<file path="config.mk">
export PLATFORM = sky130hd
export DESIGN_NAME = alu_issue_arbiter
export DESIGN_NICKNAME = d
export VERILOG_FILES = /design/src/rtl/alu_issue_arbiter.sv
export SDC_FILE = /design/constraint.sdc
export NUM_CORES = 1
export LEC_CHECK = 0
export BUFFER_PORTS_ARGS = -buffer_cell sky130_fd_sc_hd__buf_4
export CELL_PAD_IN_SITES_DETAIL_PLACEMENT = 0
export CELL_PAD_IN_SITES_GLOBAL_PLACEMENT = 1
export CORE_AREA = 2 2 344 346
export DETAILED_ROUTE_END_ITERATION = 7
export DIE_AREA = 0 0 346 348
export PLACE_DENSITY = 0.32
export SLEW_MARGIN = 20
export SYNTH_ARGS = -nofsm -noshare
export SYNTH_HDL_FRONTEND = slang
export SYNTH_SLANG_ARGS = --single-unit
</file>
<file path="constraint.sdc">
create_clock -name clk -period 3.4 [get_ports clk]
set_clock_uncertainty 0.1 [all_clocks]
set_input_delay 0.34 -clock clk [delete_from_list [all_inputs] [get_ports clk]]
set_output_delay 0.34 -clock clk [all_outputs]
set_load 0.02 [all_outputs]
</file>
<file path="src/rtl/alu_issue_arbiter.sv">
`default_nettype none
// ============================================================================
// Module      : alu_issue_arbiter
// Description : Lets NREQ issue slots share one combinational alu instance.
//               Requests are arbitrated round-robin, and one operation is
//               issued per cycle. The granted slot's operands and opcode
//               drive the alu. The alu result is captured, tagged with the
//               slot index, into a one-entry registered response stage.
// Ports       : clk         - clock; all state updates on the rising edge
//               resetN      - asynchronous active-low reset
//               reqValid    - per-slot request pending
//               reqReady    - one-hot grant (issue when valid & ready)
//               reqA/reqB   - per-slot operands, packed OPERANDSIZE each
//               reqOp       - per-slot operationSelect, packed OPSELWIDTH each
//               aluA/aluB   - operands to the shared alu
//               aluOp       - operationSelect to the shared alu
//               aluQ        - combinational result from the shared alu
//               rspValid    - response register holds a result
//               rspReady    - consumer takes the response this cycle
//               rspId       - slot that issued the held result
//               rspQ        - held result
//               rspIllegal  - held result came from a non ADD/XOR/AND/OR op
//               busyCount   - saturating count of issued operations
// Revision    : 1.0 - initial release
// ============================================================================
module alu_issue_arbiter #(
    parameter int OPERANDSIZE = 64,
    parameter int NREQ        = 4,
    parameter int OPSELWIDTH  = 12
) (
    input  logic                        clk,
    input  logic                        resetN,
    input  logic [NREQ-1:0]             reqValid,
    output logic [NREQ-1:0]             reqReady,
    input  logic [NREQ*OPERANDSIZE-1:0] reqA,
    input  logic [NREQ*OPERANDSIZE-1:0] reqB,
    input  logic [NREQ*OPSELWIDTH-1:0]  reqOp,
    output logic [OPERANDSIZE-1:0]      aluA,
    output logic [OPERANDSIZE-1:0]      aluB,
    output logic [OPSELWIDTH-1:0]       aluOp,
    input  logic [OPERANDSIZE-1:0]      aluQ,
    output logic                        rspValid,
    input  logic                        rspReady,
    output logic [$clog2(NREQ)-1:0]     rspId,
    output logic [OPERANDSIZE-1:0]      rspQ,
    output logic                        rspIllegal,
    output logic [31:0]                 busyCount
);

    localparam int IDWIDTH = $clog2(NREQ);
    // One extra bit so rrPtr + offset (up to 2*NREQ-1) never wraps early
    localparam int c_SUMW  = IDWIDTH + 1;
    localparam logic [IDWIDTH-1:0]    c_PTR_RESET = IDWIDTH'(NREQ - 1);
    localparam logic [OPSELWIDTH-1:0] c_LAST_LEGAL_OP = OPSELWIDTH'(3);

    // ------------------------------------------------------------------
    // Slot payload unpacking
    // ------------------------------------------------------------------
    logic [OPERANDSIZE-1:0] w_slotA  [NREQ];
    logic [OPERANDSIZE-1:0] w_slotB  [NREQ];
    logic [OPSELWIDTH-1:0]  w_slotOp [NREQ];

    generate
        for (genvar gi = 0; gi < NREQ; gi++) begin : g_unpack
            assign w_slotA[gi]  = reqA[gi*OPERANDSIZE +: OPERANDSIZE];
            assign w_slotB[gi]  = reqB[gi*OPERANDSIZE +: OPERANDSIZE];
            assign w_slotOp[gi] = reqOp[gi*OPSELWIDTH +: OPSELWIDTH];
        end
    endgenerate

    // ------------------------------------------------------------------
    // State
    // ------------------------------------------------------------------
    logic [IDWIDTH-1:0]     r_rrPtr;
    logic                   r_rspValid;
    logic [IDWIDTH-1:0]     r_rspId;
    logic [OPERANDSIZE-1:0] r_rspQ;
    logic                   r_rspIllegal;
    logic [31:0]            r_busyCount;

    // ------------------------------------------------------------------
    // Round-robin search starting just after the last issued slot
    // ------------------------------------------------------------------
    logic               w_found;
    logic [IDWIDTH-1:0] w_winner;
    logic [c_SUMW-1:0]  w_sum;
    logic [IDWIDTH-1:0] w_cand;

    always_comb begin : p_arb
        w_found  = 1'b0;
        w_winner = '0;
        w_sum    = '0;
        w_cand   = '0;
        for (int i = 1; i <= NREQ; i++) begin
            w_sum = {1'b0, r_rrPtr} + c_SUMW'(i);
            if (w_sum >= c_SUMW'(NREQ)) begin
                w_sum = w_sum - c_SUMW'(NREQ);
            end
            w_cand = w_sum[IDWIDTH-1:0];
            if (!w_found && reqValid[w_cand]) begin
                w_found  = 1'b1;
                w_winner = w_cand;
            end
        end
    end

    // Response slot is free, or is being drained on this same edge.
    // Gated by resetN so no grant is shown while reset is held.
    logic            w_canIssue;
    logic [NREQ-1:0] w_grant;
    logic            w_issue;

    assign w_canIssue = resetN & (~r_rspValid | rspReady);
    assign w_grant    = (w_found && w_canIssue) ? (NREQ'(1) << w_winner) : '0;
    assign w_issue    = |(reqValid & w_grant);
    assign reqReady   = w_grant;

    // The winner's payload drives the alu even while stalled, so that the
    // alu output is already settled when the stall releases.
    assign aluA  = w_found ? w_slotA[w_winner]  : '0;
    assign aluB  = w_found ? w_slotB[w_winner]  : '0;
    assign aluOp = w_found ? w_slotOp[w_winner] : '0;

    // ------------------------------------------------------------------
    // Response register, pointer and issue counter
    // ------------------------------------------------------------------
    always_ff @(posedge clk or negedge resetN) begin
        if (!resetN) begin
            r_rrPtr      <= c_PTR_RESET;
            r_rspValid   <= 1'b0;
            r_rspId      <= '0;
            r_rspQ       <= '0;
            r_rspIllegal <= 1'b0;
            r_busyCount  <= '0;
        end else if (w_issue) begin
            r_rspValid   <= 1'b1;
            r_rspQ       <= aluQ;
            r_rspId      <= w_winner;
            r_rspIllegal <= (aluOp > c_LAST_LEGAL_OP);
            r_rrPtr      <= w_winner;
            if (r_busyCount != 32'hFFFF_FFFF) begin
                r_busyCount <= r_busyCount + 32'd1;
            end
        end else if (r_rspValid && rspReady) begin
            r_rspValid <= 1'b0;
        end
    end

    assign rspValid   = r_rspValid;
    assign rspId      = r_rspId;
    assign rspQ       = r_rspQ;
    assign rspIllegal = r_rspIllegal;
    assign busyCount  = r_busyCount;

endmodule
`default_nettype wire

</file>
-- Yosys cells after proc, flatten, opt, wreduce, memory -nomap -nowiden
Cells that the tools add are included.
- register bits after elaboration: 102
- bits of input ports: 631
- output and inout bits: 244
- logic and storage cells: 78
- add/subtract/negate cells: 9
- magnitude comparators: 10
- equal/unequal tests: 1
- shifts and indexed selects: 1
- mux-type cells: 35
- bitwise gates (word level): 5
- reduce and logical (&&, ||, !) cells: 11
- operator list (cell ; number):
    $mux W64 ; 6
    $bmux W64 S2 ; 2
    $mux W12 ; 3
    $add A32 B1 Y32 const B ; 1
    $ne A32 B32 Y1 const B ; 1
    $bmux W12 S2 ; 1
    $mux W2 ; 8
    $ge A3 B3 Y1 const B ; 5
    $gt A12 B2 Y1 const B ; 1
    $lt A2 B3 Y1 const B ; 4
    $mux W1 ; 10
    $bmux W1 S2 ; 4
    $sub A2 B1 Y2 const B ; 4
    $add A2 B2 Y3 const B ; 2
    $logic_and A1 B1 Y1 ; 5
    $and A4 B4 Y4 ; 1
    $mux W4 ; 1
    $reduce_or A4 Y1 ; 1
    $shl A1 B2 Y4 const A ; 1
    $add A2 B1 Y3 const B ; 1
    $add A2 B3 Y3 const B ; 1
    $logic_not A1 Y1 ; 3
    $not A2 Y3 ; 1
    $reduce_and A2 Y1 ; 1
    other kinds (4) ; 4

-- Depth between registers and ports, before layout
- word-level depth: 21
- gate-level depth with buffers: 8
- mapped depth without buffers: 6

-- Worst setup path after synthesis
No wires, ideal clock.
- kind: register -> output
- from: reg r_rrPtr[0]
- to: out aluOp[1]
- arrival time: 2.209 ns
- data required time: 2.960 ns
- setup slack: 0.751 ns
- stages on the path, launching flop included: 8
- buffers on the path: 3
- cell sequence: dfstp_2 -> buf_2 -> xor2_1 -> a221oi_2 -> buf_2 -> buf_2 -> nor2b_1 -> nor4_1
- cells in the longest elaborated chain, start to end: 20
- elaborated cells between the ends (all ways): 43
- those cells by class: 8 x add/sub; 4 x order compare; 24 x mux; 1 x bitwise; 6 x reduce/logical
- RTL lines (element ; RTL line ; source):
    start, declared ; 74 ; logic [IDWIDTH-1:0] r_rrPtr;
    start signal, assigned ; 129 ; r_rrPtr <= c_PTR_RESET;
    start signal, assigned ; 140 ; r_rrPtr <= w_winner;
    $add A2 B1 Y3 ; 95 ; w_sum = {1'b0, r_rrPtr} + c_SUMW'(i);
    $ge A3 B3 Y1 / $sub A2 B1 Y2 (equally long branches) ; 96, 97 ;
    $mux W2 ; 96 ; if (w_sum >= c_SUMW'(NREQ)) begin
    $bmux W1 S2 ; 100 ; if (!w_found && reqValid[w_cand]) begin
    $mux W1 (implied by the code) ; 100 ;
    $mux W1 ; 100 ;
    $logic_not A1 Y1 ; 100 ;
    $logic_and A1 B1 Y1 ; 100 ;
    [3 not listed] ; n/a ;
    $mux W1 ; 100 ;
    $logic_not A1 Y1 ; 100 ;
    $logic_and A1 B1 Y1 ; 100 ;
    $mux W2 ; 100 ;
    $not A2 Y3 (implied by the code) ; 122 ; assign aluOp = w_found ? w_slotOp[w_winner] : '0;
    $bmux W12 S2 ; 122 ;
    $mux W12 (implied by the code) (2 in a row) ; 122 ;
    $mux W12 * ; 122 ;
    end, declared ; 40 ; output logic [OPSELWIDTH-1:0] aluOp,
Mark *: on every way between the ends. The rest lies on a longest branch, timed or not. The select of a mux whose other input is x is not followed.

-- Worst setup path after layout
- from: reg r_rrPtr[0]
- to: out aluA[36]
- cells in the longest elaborated chain, start to end: 20
- elaborated cells between the ends (all ways): 43
- those cells by class: 8 x add/sub; 4 x order compare; 24 x mux; 1 x bitwise; 6 x reduce/logical
- RTL lines (element ; RTL line ; source):
    $add A2 B1 Y3 ; 95 ;
    $ge A3 B3 Y1 / $sub A2 B1 Y2 (equally long branches) ; 96, 97 ;
    $mux W2 ; 96 ;
    $bmux W1 S2 ; 100 ;
    $mux W1 (implied by the code) ; 100 ;
    $mux W1 ; 100 ;
    $logic_not A1 Y1 ; 100 ;
    $logic_and A1 B1 Y1 ; 100 ;
    [3 not listed] ; n/a ;
    $mux W1 ; 100 ;
    $logic_not A1 Y1 ; 100 ;
    $logic_and A1 B1 Y1 ; 100 ;
    $mux W2 ; 100 ;
    $not A2 Y3 (implied by the code) ; 120 ; assign aluA = w_found ? w_slotA[w_winner] : '0;
    $bmux W64 S2 ; 120 ;
    $mux W64 (implied by the code) (2 in a row) ; 120 ;
    $mux W64 * ; 120 ;
    end, declared ; 38 ; output logic [OPERANDSIZE-1:0] aluA,
Marks and branches as above.

==> flow_summary_export.csv <==
group,metric,value,unit
run_status,status,"complete, but fails checks",
run_status,violations,"DRC",
logic_synthesis,synth-compound-area-share,31.08,%
worst_setup_path,critPathMaxStageDelay,0.89,ns
logic_synthesis,synthDistinctLibCells,45,
clocking,htreeDepth,3,
global_routing,track_usage,13.55,%
clocking,cts_made_buffers,9,
sta,whs,0.04490,ns
floorplan,io_pins,875,
global_routing,antenna_found_initial,65,
worst_setup_path,arrival,2.85,ns
global_routing,globalRouteMet3Util,5.740,%
floorplan,fp.dieH,348,microns
sta,fmax,303.8,MHz
sta,fin_setup_tns,0,ns
logic_synthesis,yosys_register_bits,102,
global_routing,met1_usage,15.95,%
power_and_ir_drop,powerDensity,459.8,nW/um^2
logic_synthesis,synth.largest_area_cell,"dfrtp_1",
placed_design,gp_congestion,0.9925,
global_routing,grt_pass1_vias,12180,
clocking,clock_path_buffers,2,
clocking,cts_sinks,102,
logic_synthesis,synthArstFlopShare,100.0,%
clocking,clkLatencyLatePin,0.37,ns
clocking,clkTransAtPathRegs,0.09,ns
floorplan,rows,126,
sta,drv_slew,0,
run,cap_violations,0,
floorplan,core-area,117000,sq um
worst_setup_path,cp-end-kind,"primary output",
routing,drt_first_pass_iters,8,
clocking,cts_tree,"done",
logic_synthesis,synth_edf_count,0,
routing,wl_per_cell,26.05,microns
worst_setup_path,crit_required,2.96,ns
global_routing,grt_max_degree,63,
layout,layout-drive-gt1-share,54.16,%
hold_path,hold_path_class,"in -> reg",
worst_setup_path,critical_path_class,"reg -> out",
logic_synthesis,syn_inst,957,
routing,finalWirelength,87.86,mm
placed_design,dp_hpwl,73.83,mm
logic_synthesis,synth_area,7358,sq um
routing,vias,11910,
floorplan,die_w,346,microns
logic_synthesis,synth_top_family_by_area,"compound AO/OA/AOI/OAI gates",
clocking,root_buffer,"clkbuf_16",
global_routing,grt_pass1_wl,112.0,mm
routing,drc,5,
worst_setup_path,critPathMaxFanout,7,
sta,setup_viol,0,
global_routing,use_met2,23.18,%
sta,worstMarginPinSlew,1.007,ns
logic_synthesis,yosysMostFrequentCell,"nand2_1",
worst_setup_path,start_kind,"flip-flop",
routing,drt_iter0_drc,1359,
logic_synthesis,yosysSeqAreaShare,34.72,%
sta,relSlewSlack,32.86,%
worst_setup_path,cp_top_family,"compound AO/OA/AOI/OAI gates",
logic_synthesis,yosys_warnings,0,
sta,fin_crit,3.292,ns
logic_synthesis,synth_common_cells,"nand2_1 (330), a21oi_1 (144), a222oi_1 (128), dfrtp_1 (100), buf_2 (49)",
logic_synthesis,synth.mux.area_fraction,0.2891,%
power_and_ir_drop,ir_drop,0.2715,mV
layout,final_area,16740,sq um
layout,synthToLayoutAreaGrowth,127.5,%
sta,finalHoldViolCount,0,
worst_setup_path,crit_chain,"buf_4 -> a21boi_4 -> o221ai_4 -> buf_12 -> buf_4 -> a222oi_1 -> a21oi_1 -> buf_4",
power_and_ir_drop,power.total,7696,uW
routing,via_per_inst,3.529,
logic_synthesis,ys.flop_type,"dfrtp_1",
worst_setup_path,worst-path-buf-inv,4,
logic_synthesis,synth_simple_gate_area_share,23.86,%
power_and_ir_drop,p_leak,0.007798,uW
logic_synthesis,synthXorXnorAreaFrac,3.690,%
layout,nets,2453,
logic_synthesis,synth_top_area_share,34.01,%
logic_synthesis,synth_fp_nets,1589,
logic_synthesis,synth-adder-area-share,0.1700,%
worst_setup_path,crit_top_cell,"buf_4",
placed_design,post_dp_cell_area,16060,sq um
worst_setup_path,cp_slowest_cell,"a222oi_1",
routing,ant_nets,0,
sta,period_share,96.83,%
placed_design,io_buffers,874,
global_routing,grt.overflow.total,0,
floorplan,initial_core_util,6.290,%
logic_synthesis,syn_area_per_cell,7.689,sq um
sta,rsz0062_at_grt,"false",
floorplan,dieArea,120400,sq um
logic_synthesis,synth_area_leaders,"dfrtp_1 (34%), a222oi_1 (17%), nand2_1 (17%), a21oi_1 (9.8%), buf_2 (3.3%)",
global_routing,grt-busiest-layer,"met2",
placed cells by master (no fill, tap or decap), types with 3 or more instances in the layout:
master,instances
xnor2_1,25
nand4_1,8
diode_2,11
buf_4,927
clkbuf_16,12
a22oi_1,10
and4_1,3
and2_1,5
nor4_1,5
a21oi_1,144
inv_1,7
nand3_1,15
a222oi_1,128
nor2_1,13
and3_1,6
xor2_1,5
nand2_1,330
buf_12,18
dfrtp_1,100
a32oi_1,9
nor2b_1,8
inv_6,3
worst reg2reg max path, stage by stage (launching register included):
cell and delay [ns]:
dfrtp_1 0.45, and3_1 0.27, and4_1 0.27, and4_1 0.25, a211oi_2 0.67, buf_4 0.27
nand4_1 0.12, xnor2_1 0.15
area by class of cell:
| type | instances | area (sq um) |
|---|---|---|
| timing repair buffer | 951 | 7465 |
| clock buffer | 9 | 225.2 |
| tap | 1536 | 1922 |
| fill | 13590 | 100200 |
| inverter | 7 | 26.28 |
| sequential | 102 | 2555 |
| antenna | 11 | 27.53 |
| clock inverter | 7 | 87.58 |
| multi-input combinational | 750 | 4429 |
through the flow:
stage	setup WS, ns	cells	utilization, %
global placement	0.3308	3323	13.73
detailed placement	0.2594	3323	13.73
finish	0.1079	3373	14.31
floorplan	0.7510	957	-
global route	0.004092	3369	14.30
CTS	0.01201	3347	14.10
path summary, 6_finish.rpt:
kind / startpoint / end / slack [ns] / cells after the start
setup / recovery: r_rrPtr[0] / aluA[36] / 0.11 / 8
hold / removal: aluQ[33] / rspQ[33] / 0.04 / 3
setup reg to reg: busyCount[24] / busyCount[17] / 0.74 / 7
hold reg to reg: rspQ[20] / rspQ[20] / 0.38 / 2
max in group asynchronous: resetN / busyCount[29] / 1.31 / 4
min in group asynchronous: resetN / busyCount[2] / 0.34 / 2
state kept, by name, summed over array words and instances (netlist names):
| register | cells |
|---|---|
| rspQ | 64 |
| busyCount | 32 |
| rspId | 2 |
| r_rrPtr | 2 |
| rspIllegal | 1 |
| rspValid | 1 |
power by group:
group	total, uW	switching, uW	internal [uW]
Combinational	5010	2810	2200
Sequential	1530	143	1390
Clock	1160	563	593
Total	7700	3520	4180
layer usage:
layer,part of all wire (%),up-vias
li1,-,5339
met1,40,5767
met2,49,651
met3,10,108
met4,1.2,40
met5,0.26,-
cells by family after synthesis:
kind of cell | count (synthesis)
adder cells (fa/ha/maj) | 1
multiplexers | 2
flip-flops | 102
buffers and inverters | 105
XOR/XNOR | 31
AND/OR/NAND/NOR | 410
AO/OA/AOI/OAI | 306
what timing repair did:
item	in CTS	in global routing
hold endpoints to repair	16	0
pin swaps	5	6
hold buffers	1	0
setup endpoints to repair	1	49
buffers inserted	6	12
gates cloned	1	3
resized for setup	3	6
Power figures use the tool's default switching activity.
